**src/rtl/gate2_selftest_ctrl.sv**
```systemverilog
// gate2_selftest_ctrl
//   Self-test sequencer for a 2-input combinational gate. A start request walks
//   the four input vectors (a,b) = 00, 01, 10, 11 through the gate. Each vector
//   is held for SETTLE_CYCLES clocks. The gate output is then sampled and
//   compared against the TRUTH table, and a pass/fail verdict, a mismatch count
//   and a per-vector fail map are kept until the next accepted start.
//
//   Parameters
//     SETTLE_CYCLES  clocks spent waiting before the sample cycle (0 = no wait)
//     TRUTH          expected gate output; bit idx is y for a=idx[1], b=idx[0]
//
//   Ports
//     clk        in   rising-edge clock
//     rst_n      in   asynchronous reset, active-low
//     start      in   run request, sampled only while idle
//     dut_y      in   output of the gate under test
//     dut_a      out  gate input a (registered)
//     dut_b      out  gate input b (registered)
//     busy       out  run in progress
//     done       out  run finished; results valid
//     pass       out  1 iff no vector mismatched
//     err_count  out  number of mismatching vectors (0..4)
//     fail_vec   out  bit idx set if vector idx mismatched
module gate2_selftest_ctrl #(
  parameter int unsigned SETTLE_CYCLES = 2,
  parameter logic [3:0]  TRUTH         = 4'b1110
) (
  input  logic       clk,
  input  logic       rst_n,
  input  logic       start,
  input  logic       dut_y,
  output logic       dut_a,
  output logic       dut_b,
  output logic       busy,
  output logic       done,
  output logic       pass,
  output logic [2:0] err_count,
  output logic [3:0] fail_vec
);

  localparam int unsigned CNT_W = (SETTLE_CYCLES > 1) ? $clog2(SETTLE_CYCLES) : 1;
  localparam logic [CNT_W-1:0] WAIT_LAST =
    (SETTLE_CYCLES > 0) ? CNT_W'(SETTLE_CYCLES - 1) : '0;

  typedef enum logic [1:0] {
    S_IDLE,
    S_APPLY,
    S_WAIT,
    S_CHECK
  } state_t;

  state_t           state_q, state_d;
  logic [1:0]       idx_q, idx_d;
  logic [CNT_W-1:0] wait_cnt_q, wait_cnt_d;
  logic             dut_a_q, dut_a_d;
  logic             dut_b_q, dut_b_d;
  logic             busy_q, busy_d;
  logic             done_q, done_d;
  logic             pass_q, pass_d;
  logic [2:0]       err_count_q, err_count_d;
  logic [3:0]       fail_vec_q, fail_vec_d;
  logic             mismatch;

  always_ff @(posedge clk or negedge rst_n) begin
    if (!rst_n) begin
      state_q     <= S_IDLE;
      idx_q       <= '0;
      wait_cnt_q  <= '0;
      dut_a_q     <= 1'b0;
      dut_b_q     <= 1'b0;
      busy_q      <= 1'b0;
      done_q      <= 1'b0;
      pass_q      <= 1'b0;
      err_count_q <= '0;
      fail_vec_q  <= '0;
    end else begin
      state_q     <= state_d;
      idx_q       <= idx_d;
      wait_cnt_q  <= wait_cnt_d;
      dut_a_q     <= dut_a_d;
      dut_b_q     <= dut_b_d;
      busy_q      <= busy_d;
      done_q      <= done_d;
      pass_q      <= pass_d;
      err_count_q <= err_count_d;
      fail_vec_q  <= fail_vec_d;
    end
  end

  always_comb begin
    state_d     = state_q;
    idx_d       = idx_q;
    wait_cnt_d  = wait_cnt_q;
    dut_a_d     = dut_a_q;
    dut_b_d     = dut_b_q;
    busy_d      = busy_q;
    done_d      = done_q;
    pass_d      = pass_q;
    err_count_d = err_count_q;
    fail_vec_d  = fail_vec_q;
    // Case inequality so that an X or Z from a broken gate counts as a failure
    // in four-state simulation instead of silently matching.
    mismatch    = (dut_y !== TRUTH[idx_q]);

    unique case (state_q)
      S_IDLE: begin
        if (start) begin
          state_d     = S_APPLY;
          idx_d       = 2'd0;
          dut_a_d     = 1'b0;
          dut_b_d     = 1'b0;
          busy_d      = 1'b1;
          done_d      = 1'b0;
          pass_d      = 1'b0;
          err_count_d = '0;
          fail_vec_d  = '0;
        end
      end
      S_APPLY: begin
        wait_cnt_d = '0;
        state_d    = (SETTLE_CYCLES > 0) ? S_WAIT : S_CHECK;
      end
      S_WAIT: begin
        if (wait_cnt_q == WAIT_LAST) state_d = S_CHECK;
        else wait_cnt_d = wait_cnt_q + 1'b1;
      end
      S_CHECK: begin
        if (mismatch) begin
          err_count_d        = err_count_q + 3'd1;
          fail_vec_d[idx_q]  = 1'b1;
        end
        if (idx_q == 2'd3) begin
          state_d = S_IDLE;
          busy_d  = 1'b0;
          done_d  = 1'b1;
          // fail_vec_d already includes the final vector's result.
          pass_d  = (fail_vec_d == 4'd0);
        end else begin
          state_d            = S_APPLY;
          idx_d              = idx_q + 2'd1;
          {dut_a_d, dut_b_d} = idx_q + 2'd1;
        end
      end
      default: state_d = S_IDLE;
    endcase
  end

  assign dut_a     = dut_a_q;
  assign dut_b     = dut_b_q;
  assign busy      = busy_q;
  assign done      = done_q;
  assign pass      = pass_q;
  assign err_count = err_count_q;
  assign fail_vec  = fail_vec_q;

endmodule
```
**config.mk**
```make
export PLATFORM = sky130hd
export DESIGN_NAME = gate2_selftest_ctrl
export DESIGN_NICKNAME = d
export VERILOG_FILES = /design/src/rtl/gate2_selftest_ctrl.sv
export SDC_FILE = /design/constraint.sdc
export NUM_CORES = 1
export LEC_CHECK = 0
export BUFFER_PORTS_ARGS = -buffer_cell sky130_fd_sc_hd__buf_2
export CAP_MARGIN = 20
export CORE_ASPECT_RATIO = 0.8
export CORE_MARGIN = 2
export CORE_UTILIZATION = 43
export CTS_CLUSTER_SIZE = 25
export DETAILED_ROUTE_END_ITERATION = 10
export GPL_TIMING_DRIVEN = 0
export PLACE_DENSITY_LB_ADDON = 0.1
export SLEW_MARGIN = 20
export SYNTH_ARGS = -nofsm -noshare
export SYNTH_HDL_FRONTEND = slang
export SYNTH_SLANG_ARGS = --single-unit
```
**constraint.sdc**
```tcl
create_clock -name clk -period 3.6 [get_ports clk]
set_input_delay 0.54 -clock clk [delete_from_list [all_inputs] [get_ports clk]]
set_output_delay 0.54 -clock clk [all_outputs]
set_load 0.02 [all_outputs]
```
==> reports/results.env, run 1 <==
WORSTPATHMAXFANOUT=7
AVGSYNTHCELLAREA_UM2=9.59
POST_SYNTH_INSTANCE_AREA_UM2=853
CORE_AREA_UM2=1870
POST_SYNTH_FA_HA_MAJ_AREA_FRACTION_PCT=13.2
SYNTH_TOP_CELL_AREA_SHARE_PCT=44.0
CELLPOWERDENSITY_nW_PER_UM2=869
CTSHTREEMAXLEVEL=1
PLACE.DETAILED.INSTANCES=128
LARGEST_NET_DEGREE_AT_THE_START_OF_GLOBAL_ROUTING=16
STARTPOINT_OF_THE_MOST_CRITICAL_REGISTER_TO_REGISTER_PATH='idx_q[1]'
FINAL_DESIGN_AREA_NO_FILL_UM2=985
WORST_SETUP_PATH_END_KIND='flop'
YOSYS_WARNINGS=0
DETAILED_ROUTE_ITER0_VIOLATIONS=6
CP-STARTPOINT='idx_q[1]'
NUMBER_OF_ROWS_CREATED_AT_FLOORPLAN=14
GP_ROUTABILITY_CONGESTION=0.816
NET_COUNT_AFTER_SYNTHESIS=102
REGISTER_TO_REGISTER_SETUP_SLACK_NS=1.70
CTS-RESIZED-GATES=0
HOLD_CLASS='input port to async pin'
CRITICALPATHCATEGORY='flop to flop'
HOLD_VIOL=0
GRT_PASS1_WL_UM=3010
SYNTH_SEQ_AREA_SHARE_PCT=44.0
DRT-VIAS-PER-INSTANCE=5.10
SYNTH_TOP_FAMILY_BY_AREA='compound AO/OA/AOI/OAI gates'
TRITONCTS='built'
SYN-INSTANCE-COUNT=89
SYNTH.MUX.AREA_FRACTION_PCT=3.81
DIE_AREA_UM2=2360
CLKSLEWWORSTSETUPHOLDPATHS_NS=0.08
NUMBER_OF_ANTENNA_VIOLATIONS_AT_THE_FIRST_CHECK_IN_GLOBAL_ROUTING=0
RUN_STATUS='complete, no violations'
DRC_ERRORS=0
FIRSTDRTPASSITERS=4
FIN_TNS_SETUP_NS=0
DP_HPWL_UM=1310
SLEW_HEADROOM_PCT=58.2
VIA_COUNT=673
WORST_PATH_LARGEST_CELL_DELAY_NS=0.53
TIMING.CRITICAL_PATH.SLOWEST_STAGE_CELL='sky130_fd_sc_hd__xnor2_1'
SYNTH_COMPOUND_AREA_SHARE_PCT=17.4
GLOBALROUTE.TOTALOVERFLOW=0
CLOCK_SKEW_NS=0.00222
START_UTIL_PCT=45.5
TRITONCTS_NUM_SINKS=15
SYNTH_SIMPLE_GATE_AREA_SHARE_PCT=17.4
POST_CTS_SETUP_INSERTS=0
DIE_Y_UM=43.8
SYNTH.LIB_CELLS_USED.DISTINCT=30
SYNTHTOLAYOUTAREAGROWTH_PCT=15.4
POWER_LEAKAGE_nW=0.482
FINAL.PERIOD_UTILIZATION_PCT=52.9
CP_CELL_SEQUENCE='inv_1, ha_1, xnor2_1, nand2_1, o311ai_1'
GRT.TOTAL_USAGE_PCT=18.0
INSERTION_DELAY_NS=0.28
SYNTH_LARGEST_AREA_CELL='sky130_fd_sc_hd__dfrtp_1'
DPL_CELL_AREA_UM2=958
WORST_EP_REQUIRED_TIME_NS=3.78
SYNTH_AREA_LEADERS='sky130_fd_sc_hd__dfrtp_1, sky130_fd_sc_hd__ha_1, sky130_fd_sc_hd__nand2_1'
FIN_CRIT_NS=1.90
ANTENNADIODECOUNT=0
SYNTH-SEQ-CELLS=15
IR_DROP_uV=426
MAX_CAP_VIOL_COUNT=0
FINAL_SETUP_FAILS=0
CTS_BUF_COUNT=3
FINALMAXSLEWVIOLATIONS=0
FINAL_NETS=122
MAX-CLOCK-PATH-BUFFERS=2
FINALNONFILLERCELLS=132
FILLCELLCOUNT=174
HOLDBUFCOUNTCTS=0
FINAL_ROUTED_WIRE_LENGTH_DIVIDED_BY_CELL_COUNT_UM=13.3
MAX_CLOCK_FREQ_MHz=525
DRIVE_ABOVE_1_SHARE_PCT=19.4
SYNTH_XOR_AREA_SHARE_PCT=1.03
ANT_NETS=0
POWER_W=0.000856
DIE_X_UM=53.8
CP_TOP_FAMILY='XOR/XNOR gates'
BOUNDARYPINS=16
FIRST_GLOBAL_VIAS=651
DETAIL_ROUTE.WIRELENGTH_UM=1750
CP.BUFFERS_INVERTERS=1
CTSROOTBUFFERMASTER='sky130_fd_sc_hd__clkbuf_4'
TIGHTEST_SLEW_NS=0.622
GRT_SETUP_UNREPAIRED='no'
COUNT_OF_BUFFERS_INSERTED_AT_THE_TOP_LEVEL_PORTS=15
CRITPATHLAUNCHTYPE='flop'
CRITPATHARRIVALTIME_NS=2.08
## logic make-up after synthesis
logic type / count (synthesis)
AND/OR/NAND/NOR: 31
buffers and inverters: 7
flip-flops: 15
AO/OA/AOI/OAI: 23
adder cells (fa/ha/maj): 9
multiplexers: 3
XOR/XNOR: 1
## layer usage
metal	track usage, %	vias up	share of wire [%]
met2	26.1	22	43
met4	4.62	0	0
li1	-	349	-
met1	26.0	302	51
met5	0	-	0
met3	5.52	0	6.5
## cell usage after synthesis (all sizes together)
library cell / number
ha: 9
nand2b: 1
dfrtp: 15
o41ai: 2
mux2: 2
a22oi: 1
nand3: 2
inv: 5
nand4: 1
nor2: 5
a21o: 2
a31oi: 1
or2: 1
clkbuf: 2
xnor2: 1
nand2: 13
nor2b: 5
nand3b: 1
o311ai: 1
and2: 1
o21ai: 9
a21oi: 5
o31ai: 1
o221ai: 1
or4: 1
mux2i: 1
## final timing paths
| check | cells past startpoint | endpoint |
|---|---|---|
| min | 1 | state_q[0] |
| min in group clk | 1 | busy |
| max reg2reg | 5 | err_count[0] |
| max | 5 | err_count[0] |
| min reg2reg | 1 | busy |
| max in group asynchronous | 1 | fail_vec[1] |
## cell type report
class                      count  area, um2  share of cell area (%)
multi-input combinational     67        452                    45.9
buffer                         2       7.51                   0.762
timing repair buffer          15       75.1                    7.62
tap                           24       30.0                    3.05
inverter                       5       18.8                    1.91
clock buffer                   4       26.3                    2.67
sequential                    15        375                    38.1
## cell usage in the layout, fill, tap and decap left out, drive strengths merged, types with 5 or more instances in the layout
cell and count:
inv 5, a21oi 5, dfrtp 15, ha 9, o21ai 9, nor2 5
clkbuf 6, nand2 13, buf 15, nor2b 5
## report_power, final
part / switching (W) / internal, W / leakage (nW)
Combinational: 0.000283 / 0.000180 / 0.274
Clock: 0.0000504 / 0.0000430 / 0.0150
Sequential: 0.0000659 / 0.000234 / 0.193
Total: 0.000399 / 0.000457 / 0.482
## state kept, by name, summed over array words and instances (netlist names)
signal / count
state_q: 2
pass: 1
busy: 1
wait_cnt_q: 1
fail_vec: 4
err_count: 3
idx_q: 1
dut_b: 1
done: 1
## stage by stage
step / utilization, % / setup WS (ns) / hold slack, ns
4_1_cts: 52.5 / 1.69 / 0.148
3_5_place_dp: 51.1 / 1.73 / 0.458
2_1_floorplan: - / 1.91 / 0.244
5_1_grt: 52.5 / 1.47 / 0.156
3_3_place_gp: 51.1 / 1.79 / 0.468
6_report: 52.5 / 1.70 / 0.145
Note: power is estimated with default switching activity, not from simulation.
==> inputs of run 2 (changes only) <==
- ABC_AREA: default -> 1
- clock period: 3.6 -> 1.9 ns (I/O delays scaled with it)
==> run 2 against run 1 <==
Sequential cell count did not move. Power up 74%. Non-clock buffer count down 1. Clock-buffer cell count unchanged. Via count grew 12%. Utilization increased by 0.97 points. Die area grew 1.9%. Critical path depth increased by 4. Maximum frequency up 26%.
==> reports/results.env, run 2 <==
MAX-CLOCK-PATH-BUFFERS=2  # unchanged
LAYOUT_SETUP_WS_NS=0.387  # was 1.70 ns
DP_WORST_SETUP_SLACK_NS=0.384  # was 1.73 ns
POWER_W=0.00149  # was 0.000856 W
LAYOUT.CELLS.MOST_COMMON='sky130_fd_sc_hd__nand2_1'
FINAL_CELL_MIX='sky130_fd_sc_hd__nand2_1, sky130_fd_sc_hd__inv_1, sky130_fd_sc_hd__dfrtp_1, sky130_fd_sc_hd__buf_2, sky130_fd_sc_hd__ha_1'  # was sky130_fd_sc_hd__dfrtp_1, sky130_fd_sc_hd__buf_2, sky130_fd_sc_hd__nand2_1
POST_SYNTH_INSTANCE_AREA_UM2=871  # was 853 um2
DIE_Y_UM=44.3  # was 43.8 um
SYNTH-SEQ-CELLS=15  # unchanged
SYNTH_LARGEST_AREA_CELL='sky130_fd_sc_hd__dfrtp_1'  # unchanged
IR_DROP_uV=738  # was 426 uV
WORST_SETUP_PATH_END_KIND='flop'  # unchanged
NUMBER_OF_ANTENNA_VIOLATIONS_AT_THE_FIRST_CHECK_IN_GLOBAL_ROUTING=0  # unchanged
TIMING.CRITICAL_PATH.SLOWEST_STAGE_CELL='sky130_fd_sc_hd__dfrtp_1'  # was sky130_fd_sc_hd__xnor2_1
WORSTPATHMAXFANOUT=5  # was 7
GRT_PASS1_WL_UM=2910  # was 3010 um
DIE_X_UM=54.3  # was 53.8 um
LARGEST_REG_FLOPS=4  # unchanged
REGISTER_TO_REGISTER_SETUP_SLACK_NS=0.39  # was 1.70 ns
FIN_CRIT_NS=1.51  # was 1.90 ns
MAX_CAP_VIOL_COUNT=0  # unchanged
GP_ROUTABILITY_CONGESTION=0.808  # was 0.816
CRITPATHLAUNCHTYPE='flop'  # unchanged
DETAILED_ROUTE_ITER0_VIOLATIONS=17  # was 6
POST-SYNTH-TOP-COUNT-CELL='sky130_fd_sc_hd__nand2_1'  # was sky130_fd_sc_hd__dfrtp_1
CRITICALPATHCATEGORY='flop to flop'  # unchanged
YOSYS_WARNINGS=0  # unchanged
SYNTH_AREA_LEADERS='sky130_fd_sc_hd__dfrtp_1, sky130_fd_sc_hd__nand2_1, sky130_fd_sc_hd__ha_1'  # was sky130_fd_sc_hd__dfrtp_1, sky130_fd_sc_hd__ha_1, sky130_fd_sc_hd__nand2_1
PLACE.DETAILED.INSTANCES=150  # was 128
PATH_DEPTH=9  # was 5
TRITONCTS='built'  # unchanged
FILLCELLCOUNT=194  # was 174
SYNTH_TOP_CELL_AREA_SHARE_PCT=43.1  # was 44.0%
CELLPOWERDENSITY_nW_PER_UM2=1470  # was 869 nW/um2
WORST_EP_REQUIRED_TIME_NS=2.09  # was 3.78 ns
CTSROOTBUFFERMASTER='sky130_fd_sc_hd__clkbuf_4'  # unchanged
CP-STARTPOINT='state_q[0]'  # was idx_q[1]
DIE_AREA_UM2=2400  # was 2360 um2
INSERTION_DELAY_NS=0.29  # was 0.28 ns
CORE_AREA_UM2=1890  # was 1870 um2
SYNTH.LIB_CELLS_USED.DISTINCT=14  # was 30
CTS-RESIZED-GATES=0  # unchanged
POST_CTS_SETUP_INSERTS=0  # unchanged
FINAL_ROUTED_WIRE_LENGTH_DIVIDED_BY_CELL_COUNT_UM=10.9  # was 13.3 um
AVGSYNTHCELLAREA_UM2=7.85  # was 9.59 um2
ANTENNADIODECOUNT=0  # unchanged
YS_DOMINANT_REG_CELL='sky130_fd_sc_hd__dfrtp_1'  # unchanged
TRITONCTS_NUM_SINKS=15  # unchanged
MAX_CLOCK_FREQ_MHz=661  # was 525 MHz
DETAIL_ROUTE.WIRELENGTH_UM=1700  # was 1750 um
COUNT_OF_BUFFERS_INSERTED_AT_THE_TOP_LEVEL_PORTS=15  # unchanged
RUN_STATUS='complete, no violations'  # unchanged
DEPTH_OF_THE_WORST_REGISTER_TO_REGISTER_PATH=9  # was 5
GRT_SETUP_UNREPAIRED='no'  # unchanged
WORST_PATH_LARGEST_CELL_DELAY_NS=0.42  # was 0.53 ns
START_UTIL_PCT=46.0  # was 45.5%
FINALMAXSLEWVIOLATIONS=0  # unchanged
CP.BUFFERS_INVERTERS=3  # was 1
MIN_FROM='dut_y'
MULTI_INPUT_COMB_AREA_UM2=413  # was 452 um2
FINAL.PERIOD_UTILIZATION_PCT=79.6  # was 52.9%
FINAL_SETUP_FAILS=0  # unchanged
GLOBALROUTE.TOTALOVERFLOW=0  # unchanged
CRIT_END='err_count[1]'  # was err_count[0]
CLOCK_SKEW_NS=0.00478  # was 0.00222 ns
GRT.TOTAL_USAGE_PCT=17.7  # was 18.0%
R2R-END='err_count[1]'  # was err_count[0]
CTSHTREEMAXLEVEL=1  # unchanged
TIGHTEST_SLEW_NS=0.343  # was 0.622 ns
DRIVE_ABOVE_1_SHARE_PCT=18.3  # was 19.4%
FIRSTDRTPASSITERS=4  # unchanged
STARTPOINT_OF_THE_MOST_CRITICAL_REGISTER_TO_REGISTER_PATH='state_q[0]'  # was idx_q[1]
CP_TOP_FAMILY='flip-flops'  # was XOR/XNOR gates
DRT-VIAS-PER-INSTANCE=4.85  # was 5.10
SLEW_HEADROOM_PCT=77.2  # was 58.2%
ANT_NETS=0  # unchanged
SYN-INSTANCE-COUNT=111  # was 89
CLKSLEWWORSTSETUPHOLDPATHS_NS=0.09  # was 0.08 ns
NET_COUNT_AFTER_SYNTHESIS=124  # was 102
CRITPATHARRIVALTIME_NS=1.70  # was 2.08 ns
HOLD_CLASS='input port to flop'  # was input port to async pin
HOLDBUFCOUNTCTS=1  # was 0
FIN_TNS_SETUP_NS=0  # unchanged
FINAL_NETS=145  # was 122
HOLD_VIOL=0  # unchanged
NUMBER_OF_FLOPS_MAPPED_TO_ENABLE_CELLS_BY_YOSYS=0  # unchanged
DRC_ERRORS=0  # unchanged
DP_HPWL_UM=1330  # was 1310 um
NUMBER_OF_ROWS_CREATED_AT_FLOORPLAN=14  # unchanged
FINALNONFILLERCELLS=155  # was 132
SYNTH_SEQ_AREA_SHARE_PCT=43.1  # was 44.0%
CP_CELL_SEQUENCE='inv_1, ha_1, inv_1, nand2_2, nand2_2, a21oi_2, inv_2, nand2_1, nand2_1'  # was inv_1, ha_1, xnor2_1, nand2_1, o311ai_1
CTS_BUF_COUNT=3  # unchanged
VIA_COUNT=751  # was 673
REGAREA_UM2=375  # unchanged
LARGEST_NET_DEGREE_AT_THE_START_OF_GLOBAL_ROUTING=16  # unchanged
FIRST_GLOBAL_VIAS=709  # was 651
YS_ASYNC_SR_FRACTION_PCT=100  # unchanged
POWER_LEAKAGE_nW=0.618  # was 0.482 nW
NETLIST_TOP_CELLS_COUNT='sky130_fd_sc_hd__nand2_1, sky130_fd_sc_hd__inv_1, sky130_fd_sc_hd__dfrtp_1, sky130_fd_sc_hd__ha_1, sky130_fd_sc_hd__o21ai_0'  # was sky130_fd_sc_hd__dfrtp_1, sky130_fd_sc_hd__nand2_1, sky130_fd_sc_hd__ha_1
BOUNDARYPINS=16  # unchanged
SYNTHTOLAYOUTAREAGROWTH_PCT=16.2  # was 15.4%
## run 2: per-layer routing
metal	global-route usage, %	vias up	routed length [um]
li1	-	384	-
met1	21.5	340	831
met2	25.5	21	722
met3	8.78	6	109
met4	9.00	0	32
met5	0	-	0
## run 2: tightest hold or removal path: cells and delay by family
family / cells / cell delay [ns]
AOI/OAI and AO/OA: 2 / 0.20
buffers and inverters: 1 / 0.10
## run 2: per-stage QoR
stage	hold WS, ns	utilization [%]	area (um2)
2_1_floorplan	-0.0106	-	871
3_3_place_gp	0.211	51.6	976
3_5_place_dp	0.211	51.6	976
4_1_cts	0.327	53.5	1010
5_1_grt	0.361	53.5	1010
6_report	0.333	53.5	1010
## run 2: where the power goes
| part | switching (W) | total [W] | leakage (nW) | internal [W] |
|---|---|---|---|---|
| clock | 0.000102 | 0.000184 | 0.0150 | 0.0000817 |
| sequential | 0.0000756 | 0.000493 | 0.198 | 0.000418 |
| combinational | 0.000544 | 0.000812 | 0.405 | 0.000268 |
## run 2: logic make-up (layout without fill, tap and decap cells)
logic type | after synthesis | after routing | synth area share, %
simple gates | 48 | 48 | 22.3
compound gates | 16 | 16 | 11.2
fa+ha+maj | 9 | 9 | 12.9
xor+xnor | 1 | 1 | 1.01
buf+inv | 22 | 42 | 9.48
flops | 15 | 15 | 43.1
## run 2: how the worst min path moves through the flow
stage	end	slack, ns	depth (start not counted)
4_1_cts	fail_vec[0]	0.33	3
6_report	fail_vec[0]	0.33	3
3_5_place_dp	err_count[2]	0.21	1
5_1_grt	fail_vec[0]	0.36	3
3_3_place_gp	err_count[2]	0.21	1
2_1_floorplan	busy	-0.01	0
## run 2: final cells by class
type                       count  area share [%]
sequential                    15            37.1
clock buffer                   4            2.60
tap                           24            2.97
multi-input combinational     74            40.8
inverter                      22            8.16
timing repair buffer          16            8.41
